===== src/rtl/branch_recovery_ctrl_pkg.sv =====
// Shared types and constants for the branch-recovery controller.
// This file holds the prediction-status struct, the recovery states and the PC mux constant.
package branch_recovery_ctrl_pkg;

    typedef struct packed {
        logic [2:0] pc_sel;
        logic       failed_prediction;
    } BRANCH_PREDICTION_STATUS_t;

    typedef enum logic {
        IDLE  = 1'b0,
        FLUSH = 1'b1
    } RECOVERY_STATE_t;

    localparam logic [2:0] PC_SEL_NEXT = 3'd0;

endpackage


===== src/rtl/branch_recovery_ctrl_sat_counter.sv =====
// Saturating up-counter with a synchronous clear that takes priority over increment.
// Once the count reaches all-ones, it holds that value and does not wrap to zero.
module sat_counter #(
    parameter int WIDTH = 32
) (
    input  logic             CLK,
    input  logic             RST,
    input  logic             inc,
    input  logic             clr,
    output logic [WIDTH-1:0] count
);

    logic [WIDTH-1:0] r_count;

    always_ff @(posedge CLK or posedge RST) begin
        if (RST) begin
            r_count <= '0;
        end else if (clr) begin
            r_count <= '0;
        end else if (inc && (r_count != '1)) begin
            r_count <= r_count + 1'b1;
        end
    end

    assign count = r_count;

endmodule


===== src/rtl/branch_recovery_ctrl.sv =====
// Branch-recovery controller for predict-not-taken: redirects the PC on a misprediction,
// squashes the wrong-path fetch for FLUSH_CYCLES cycles, stalls on load-use, counts outcomes.
module branch_recovery_ctrl
    import branch_recovery_ctrl_pkg::*;
#(
    parameter int WIDTH        = 32,
    parameter int FLUSH_CYCLES = 2
) (
    input  logic                      CLK,
    input  logic                      RST,
    input  BRANCH_PREDICTION_STATUS_t pred_info,
    input  logic                      de_valid,
    input  logic                      load_use_stall,
    input  logic                      ctr_clear,
    output logic [2:0]                pc_sel_out,
    output logic                      pc_write,
    output logic                      if_de_write,
    output logic                      if_de_flush,
    output logic                      de_ex_flush,
    output logic                      busy,
    output logic [WIDTH-1:0]          resolved_count,
    output logic [WIDTH-1:0]          mispredict_count
);

    localparam logic [1:0] FLUSH_INIT = 2'(FLUSH_CYCLES - 1);

    RECOVERY_STATE_t r_state;
    RECOVERY_STATE_t w_next_state;
    logic [1:0]      r_flush_left;
    logic [1:0]      w_next_flush_left;
    logic            w_accept;
    logic            w_mispredict;

    always_ff @(posedge CLK or posedge RST) begin
        if (RST) begin
            r_state      <= IDLE;
            r_flush_left <= 2'd0;
        end else begin
            r_state      <= w_next_state;
            r_flush_left <= w_next_flush_left;
        end
    end

    // Outputs are combinational so the redirect lands on the same edge the branch leaves DE.
    always_comb begin
        w_next_state      = r_state;
        w_next_flush_left = r_flush_left;
        w_accept          = 1'b0;
        w_mispredict      = 1'b0;
        pc_sel_out        = PC_SEL_NEXT;
        pc_write          = 1'b1;
        if_de_write       = 1'b1;
        if_de_flush       = 1'b0;
        de_ex_flush       = 1'b0;

        if (RST) begin
            pc_write    = 1'b0;
            if_de_write = 1'b0;
            if_de_flush = 1'b1;
            de_ex_flush = 1'b1;
        end else begin
            case (r_state)
                IDLE: begin
                    if (load_use_stall) begin
                        pc_write    = 1'b0;
                        if_de_write = 1'b0;
                        de_ex_flush = 1'b1;
                    end else begin
                        w_accept     = de_valid;
                        w_mispredict = de_valid && pred_info.failed_prediction;
                        if (w_mispredict) begin
                            pc_sel_out  = pred_info.pc_sel;
                            if_de_flush = 1'b1;
                            if (FLUSH_CYCLES > 1) begin
                                w_next_state      = FLUSH;
                                w_next_flush_left = FLUSH_INIT;
                            end
                        end
                    end
                end
                FLUSH: begin
                    // DE content is wrong-path here, so its status inputs are not consulted.
                    if_de_flush       = 1'b1;
                    w_next_flush_left = r_flush_left - 2'd1;
                    if (r_flush_left <= 2'd1) begin
                        w_next_state = IDLE;
                    end
                end
                default: begin
                    w_next_state      = IDLE;
                    w_next_flush_left = 2'd0;
                end
            endcase
        end
    end

    assign busy = (r_state == FLUSH);

    sat_counter #(.WIDTH(WIDTH)) u_resolved_ctr (
        .CLK   (CLK),
        .RST   (RST),
        .inc   (w_accept),
        .clr   (ctr_clear),
        .count (resolved_count)
    );

    sat_counter #(.WIDTH(WIDTH)) u_mispredict_ctr (
        .CLK   (CLK),
        .RST   (RST),
        .inc   (w_mispredict),
        .clr   (ctr_clear),
        .count (mispredict_count)
    );

endmodule


===== config.mk =====
export PLATFORM = sky130hd
export DESIGN_NAME = branch_recovery_ctrl
export DESIGN_NICKNAME = d
export VERILOG_FILES = /design/src/rtl/branch_recovery_ctrl_pkg.sv /design/src/rtl/branch_recovery_ctrl_sat_counter.sv /design/src/rtl/branch_recovery_ctrl.sv
export SDC_FILE = /design/constraint.sdc
export NUM_CORES = 1
export LEC_CHECK = 0
export BUFFER_PORTS_ARGS = -buffer_cell sky130_fd_sc_hd__clkbuf_2
export CAP_MARGIN = 25
export CORE_MARGIN = 4
export CORE_UTILIZATION = 55
export CTS_CLUSTER_SIZE = 24
export DETAILED_ROUTE_END_ITERATION = 16
export PLACE_DENSITY = 0.82
export SYNTH_ARGS = -nofsm -noshare
export SYNTH_HDL_FRONTEND = slang
export SYNTH_SLANG_ARGS = --single-unit
export TNS_END_PERCENT = 5

===== constraint.sdc =====
create_clock -name CLK -period 4.8 [get_ports CLK]
set_input_delay 0.24 -clock CLK [delete_from_list [all_inputs] [get_ports CLK]]
set_output_delay 0.24 -clock CLK [all_outputs]
set_load 0.005 [all_outputs]

==> impl_summary.txt, run 1 <==
----------------------------------------------------
[Status]
  Run status ... finished, final reports clean

[Setup path]
  Arrival time at the worst endpoint ... 2.84 ns
  Worst-path cell with the longest stage delay ... or3_1
  Category of cells accounting for the largest share of critical-path delay ... simple AND/OR/NAND/NOR gates
  Category of the worst setup path capture point ... flip-flop
  Required time reported for the critical path endpoint ... 5.02 ns
  Biggest fanout along the worst timing path ... 18
  Buffering stage count on the worst path with inverters included ... 0
  Launching element type of the critical path ... flip-flop
  Largest stage delay on the critical path ... 0.52 ns
  CP Cell Sequence ... nor2_1, nand2_1, or3_1, nor4b_1, mux2_2
  Critical path type ... reg2reg
  Worst-case register-to-register setup slack ... 2.18 ns

[Detailed routing]
  DRT Pass-1 Iters ... 5
  Wire length reported by the detailed router ... 9.93 mm
  Routed wire length per instance ... 16.7 um
  Mean number of vias per cell ... 6.33
  DR vias ... 3,756
  Number of routed nets with antenna violations ... 0
  DRC viols ... 0
  Initial DRC count ... 237

[STA]
  Max-Slew Margin vs Limit ... 0.520
  Smallest hold slack ... 0.000645 ns
  RSZ-0062 raised after global routing ... no
  Max Clk Rate ... 381 MHz
  Final critical-path required period ... 2.62 ns
  Final period utilization ... 0.546
  Final Max Tran Viols ... 0
  Clock skew after layout ... 0.0101 ns
  Hold Fails Final Rpt ... 0
  Worst-Margin Slew ... 0.719 ns
  Setup violation total in the final timing report ... 0
  Setup TNS after final layout ... 0 ns

[Floorplan]
  Width of the chip ... 91.7 um
  Ports placed on the boundary ... 81
  Die area ... 0.00841 sq mm
  Effective utilization at floorplan ... 0.567
  Core Rows ... 30
  Core ar. ... 0.00679 sq mm
  Floorplan die height ... 91.7 um

[Final layout]
  Post-Layout Cell Count ... 593
  Most frequent standard cell in the layout excluding fill and tap cells ... clkbuf_2
  Antenna diode count ... 0
  Post-Layout Inst Area ... 0.00450 sq mm
  Final net count ... 505
  Leading cell types in the layout, fill and taps excluded ... 80 x clkbuf_2, 67 x dfrtp_1, 42 x nor2_1, 32 x a21oi_1, 25 x nand3_1
  Share of layout cells above drive strength 1 ... 0.223
  Area Overhead vs Synth ... 16.8%

[Place]
  Count of port buffers added during placement ... 80
  Placed instance area ... 0.00430 sq mm
  Placer congestion estimate ... 0.866
  Placed cells ... 577
  DP Wirelength ... 6.98 mm

[GRT]
  Global-route wire length before repair ... 17.0 mm
  Initial antenna violation count ... 0
  Maximum number of pins on one net before global-route repair ... 50
  Met1 GRT Util ... 0.359
  Vias in the first global route ... 3,441
  Top Usage Layer GRT ... met2
  Global-route congestion overflow total ... 0
  Total routing usage reported by global routing ... 0.248
  Grt met3 use ... 0.0517
  Grt met2 use ... 0.364

[Clocking]
  Clk Tree Root Cell ... clkbuf_8
  Post-cts resize count ... 0
  Total CTS buffers ... 9
  Cts hold-fix bufs ... 0
  CTS tree ... built
  Clock latency on the worst-skew pair ... 0.34 ns
  Maximum clock path buffer count ... 2
  Clock-pin slew on the worst setup and hold paths ... 0.08 ns
  Count of H-tree levels built during CTS ... 3
  Clock sink count ... 67
  Number of buffers inserted to repair setup after CTS ... 0

[Yosys]
  Total of flip-flops plus latches after synthesis ... 67
  Dominant synthesized flop cell ... dfrtp_1
  Netlist area before placement ... 0.00385 sq mm
  Number of enable flip-flop cells after synthesis ... 0
  Avg Inst Size Synth ... 9.22 sq um
  Net Count, Synth ... 430
  Synth Instances ... 418
  Share of synthesized flip-flops with an asynchronous set or reset ... 1.00
  Post-synthesis cell type count ... 53
  Portion of the post-synthesis area used by sequential elements ... 0.435
  Synth warnings ... 0

[Hold path]
  Type of the worst min-delay path ... in2async

[Flow run]
  Max-Cap Viols ... 0

[Power and ir drop]
  Worst vdd rail ir drop ... 0.136 mV
  Power share of the sequential group ... 0.516
  Proportion of power drawn by the clock network ... 0.421
  Share of total power in combinational logic ... 0.063
  Switching part of the total power ... 0.238
  Pwr/cell area ... 252 mW/mm^2
  Leakage power ... 1.85 nW
  Reported net switching power ... 270 uW
  Int Pwr ... 863 uW
  PnR Total Power ... 1.13 mW

----------------------------------------------------
[metrics by stage]
| step | utilization | worst slack [ns] |
|---|---|---|
| after floorplan | - | 2.42 |
| after global placement | 0.633 | 2.22 |
| after detailed placement | 0.633 | 2.08 |
| after CTS | 0.661 | 2.06 |
| after global routing | 0.663 | 1.93 |
| final | 0.663 | 2.18 |
[cells by family (layout without fill, tap and decap cells)]
| group | Yosys count | in the layout | synth area share |
|---|---|---|---|
| and+or+nand+nor | 195 | 195 | 0.294 |
| AOI/OAI and AO/OA | 96 | 96 | 0.161 |
| DFF | 67 | 67 | 0.435 |
| buffers and inverters | 30 | 109 | 0.0347 |
| xor gates and xnor gates | 19 | 19 | 0.0432 |
| muxes | 8 | 8 | 0.0227 |
| adders and majority gates | 3 | 3 | 0.00974 |
[area by class of cell]
type | count | area, sq um
Fill cell | 546 | 2290
Tap cell | 96 | 120
Multi-Input combinational cell | 321 | 2040
Sequential cell | 67 | 1680
Clock buffer | 13 | 159
Inverter | 11 | 41.3
Clock inverter | 2 | 35.0
Timing Repair Buffer | 83 | 427
[worst paths after layout]
kind                                 start                         end  cells past startpoint
max in group asynchronous              RST  u_mispredict_ctr.count[13]                      3
max                                   busy  u_mispredict_ctr.count[13]                      5
min in group CLK            load_use_stall     u_resolved_ctr.count[1]                      4
min reg2reg                r_flush_left[1]             r_flush_left[1]                      1
min                                    RST     u_resolved_ctr.count[0]                      2
max reg2reg                           busy  u_mispredict_ctr.count[13]                      5
[power by group through the flow]
stage               clock (mW)  combinational [mW]  sequential (mW)
finish                   0.477              0.0714            0.585
global route             0.511              0.0827            0.585
CTS                      0.484              0.0722            0.584
detailed placement           0              0.0705            0.594
global placement             0              0.0663            0.593
floorplan                    0              0.0461            0.592
[synth_stat cells, types with 3 or more instances]
cell	number	area [sq um]
nand2_1	22	82.6
ha_1	3	37.5
a2111oi_0	7	61.3
nor4_1	5	31.3
o21ai_0	17	85.1
o31ai_1	16	120
a21oi_1	32	160
a211oi_1	3	22.5
or3_1	16	100
nor4b_1	4	35.0
a311oi_1	4	35.0
nand4_1	24	150
nor2b_1	6	37.5
nand3_1	25	125
nor3_1	8	40.0
nor2_1	42	158
a31oi_1	3	18.8
inv_1	11	41.3
or4_1	17	128
mux2_2	6	67.6
xor2_1	5	43.8
xnor2_1	14	123
and4_1	6	52.6
dfrtp_1	67	1680
clkbuf_1	13	48.8
and3_1	6	37.5
[sequential cells by signal, summed over array words and instances, names as in the netlist]
name                    count
busy                        1
r_flush_left                2
u_mispredict_ctr.count     32
u_resolved_ctr.count       32
[routing by layer]
metal,part of all wire,up-vias
li1,-,1762
met1,0.45,1835
met2,0.46,144
met3,0.067,15
met4,0.015,0
met5,0,-
(Power assumes the default switching activity.)
==> run 2: changes to the inputs <==
clock period = 2.7 ns   (was 4.8 ns; I/O delays follow)
==> run 2 against run 1 <==
First-iteration DRC count up 21%. Setup slack worse by 1.9 ns. Sequential power up 78%. Sequential cell count unchanged. Sequential share of layout area down 0.58 points. Count of clock-buffer cells in the layout up 2. Largest cell class unchanged. Highest routed layer unchanged.
==> impl_summary.txt, run 2 (same netlist as run 1, synthesis figures left out) <==
----------------------------------------------------
[Status]
  Run status ... finished, final reports clean

[Final layout]
  Total area of sequential cells ... 0.00168 sq mm
  Leading cell types in the layout, fill and taps excluded ... 80 x clkbuf_2, 67 x dfrtp_1, 42 x nor2_1, 32 x a21oi_1, 25 x nand3_1
  Share of layout cells above drive strength 1 ... 0.238
  Most frequent standard cell in the layout excluding fill and tap cells ... clkbuf_2
  Antenna diode count ... 0
  Final-layout fill cell count ... 539
  Footprint of the multi-input gates ... 0.00204 sq mm
  Area Overhead vs Synth ... 18.7%
  Post-Layout Inst Area ... 0.00457 sq mm
  Final net count ... 515

[Detailed routing]
  Number of routed nets with antenna violations ... 0
  Initial DRC count ... 287
  DRC viols ... 0
  DR vias ... 3,756
  Mean number of vias per cell ... 6.22
  DRT Pass-1 Iters ... 5
  Wire length reported by the detailed router ... 10.1 mm
  Routed wire length per instance ... 16.8 um

[Setup path]
  Biggest fanout along the worst timing path ... 21
  Required time reported for the critical path endpoint ... 2.93 ns
  Critical path type ... reg2reg
  Worst-path cell with the longest stage delay ... nor4_2
  Launching element type of the critical path ... flip-flop
  Category of the worst setup path capture point ... flip-flop
  Arrival time at the worst endpoint ... 2.69 ns
  CP Cell Sequence ... nand4_1, nor4_2, nor4b_4, buf_4, nor4b_1, mux2_2
  Largest stage delay on the critical path ... 0.48 ns

[Clocking]
  Clock latency on the worst-skew pair ... 0.34 ns
  Clock-pin slew on the worst setup and hold paths ... 0.07 ns
  CTS tree ... built
  Maximum clock path buffer count ... 2
  Count of H-tree levels built during CTS ... 3
  Clock sink count ... 67
  Clk Tree Root Cell ... clkbuf_8
  Total CTS buffers ... 9

[STA]
  Final period utilization ... 0.911
  Final Max Tran Viols ... 0
  Hold Fails Final Rpt ... 0
  Setup violation total in the final timing report ... 0
  Max-Slew Margin vs Limit ... 0.439
  Setup TNS after final layout ... 0 ns
  Clock skew after layout ... 0.00731 ns
  RSZ-0062 raised after global routing ... no
  Worst-Margin Slew ... 0.841 ns
  Final critical-path required period ... 2.46 ns
  Max Clk Rate ... 406 MHz

[Floorplan]
  Die area ... 0.00841 sq mm
  Core ar. ... 0.00679 sq mm
  Width of the chip ... 91.7 um
  Core Rows ... 30
  Floorplan die height ... 91.7 um
  Effective utilization at floorplan ... 0.567
  Ports placed on the boundary ... 81

[GRT]
  Total routing usage reported by global routing ... 0.246
  Global-route wire length before repair ... 17.0 mm
  Global-route congestion overflow total ... 0
  Maximum number of pins on one net before global-route repair ... 52
  Vias in the first global route ... 3,495
  Initial antenna violation count ... 0

[Power and ir drop]
  Reported net switching power ... 478 uW
  Worst vdd rail ir drop ... 0.257 mV
  PnR Total Power ... 1.98 mW
  Proportion of power drawn by the clock network ... 0.408
  Power share of the sequential group ... 0.525
  Share of total power in combinational logic ... 0.067
  Leakage power ... 1.90 nW
  Int Pwr ... 1.50 mW
  Switching part of the total power ... 0.241
  Pwr/cell area ... 433 mW/mm^2

[Flow run]
  Max-Cap Viols ... 0

[Place]
  DP Wirelength ... 7.11 mm
  Placed instance area ... 0.00437 sq mm
  Placer congestion estimate ... 0.913
  Count of port buffers added during placement ... 80

[Hold path]
  Type of the worst min-delay path ... in2reg

----------------------------------------------------
## run 2: cell types whose count changed in the layout (fill, tap and decap cells not counted), sizes merged
cell	delta
buf	+9
clkbuf	+2
bufinv	-1
dlygate4sd3	+1
## run 2: timing repair
item / 4_1_cts / 5_1_grt
setup endpoints to repair: 0 / 0
hold endpoints to repair: 16 / 0
gates resized for setup: 0 / 0
buffers inserted: 0 / 0
hold buffers: 1 / 0
## run 2: power by group through the flow
| stage | sequential [mW] | combinational [mW] | clock [mW] |
|---|---|---|---|
| floorplan | 1.05 | 0.0819 | 0 |
| global placement | 1.05 | 0.124 | 0 |
| detailed placement | 1.06 | 0.133 | 0 |
| CTS | 1.04 | 0.135 | 0.817 |
| global route | 1.04 | 0.150 | 0.862 |
| finish | 1.04 | 0.132 | 0.809 |
## run 2: layout make-up
cell class	count	area share
inverters	11	0.00903
flip-flops and latches	67	0.367
repair buffers	93	0.109
multi-input cells	321	0.447
clock inverters	1	0.00109
well taps	96	0.0263
clock buffers	15	0.0408
## run 2: worst paths after layout
path,cells past startpoint,startpoint,end,slack (ns)
hold reg to reg,1,r_flush_left[1],r_flush_left[1],0.50
hold / removal,4,load_use_stall,u_resolved_ctr.count[1],0.18
min in group asynchronous,3,RST,u_resolved_ctr.count[8],0.43
max in group asynchronous,4,RST,u_mispredict_ctr.count[24],1.28
setup / recovery,6,u_mispredict_ctr.count[5],u_mispredict_ctr.count[5],0.24
setup reg to reg,6,u_mispredict_ctr.count[5],u_mispredict_ctr.count[5],0.24
## run 2: routing by layer
layer,up-vias,routed length (um),track usage
li1,1765,-,-
met1,1821,4550,0.344
met2,157,4740,0.386
met3,13,719,0.0476
met4,0,131,0.0792
met5,-,0,0
## run 2: stage by stage
step                 util  std cells  setup slack (ns)  hold WS [ns]
floorplan               -        418             0.421         0.274
global placement    0.644        587             0.423         0.226
CTS                 0.673        604             0.285         0.170
detailed placement  0.644        587             0.329         0.222
finish              0.673        604             0.240         0.182
global route        0.673        604            0.0285         0.198
## run 2: worst max-delay path: cells and delay by family (launching register included)
family                 cells  cell delay (ns)
buffers and inverters      1             0.31
DFF                        1             0.45
muxes                      1             0.28
and+or+nand+nor            4             1.30
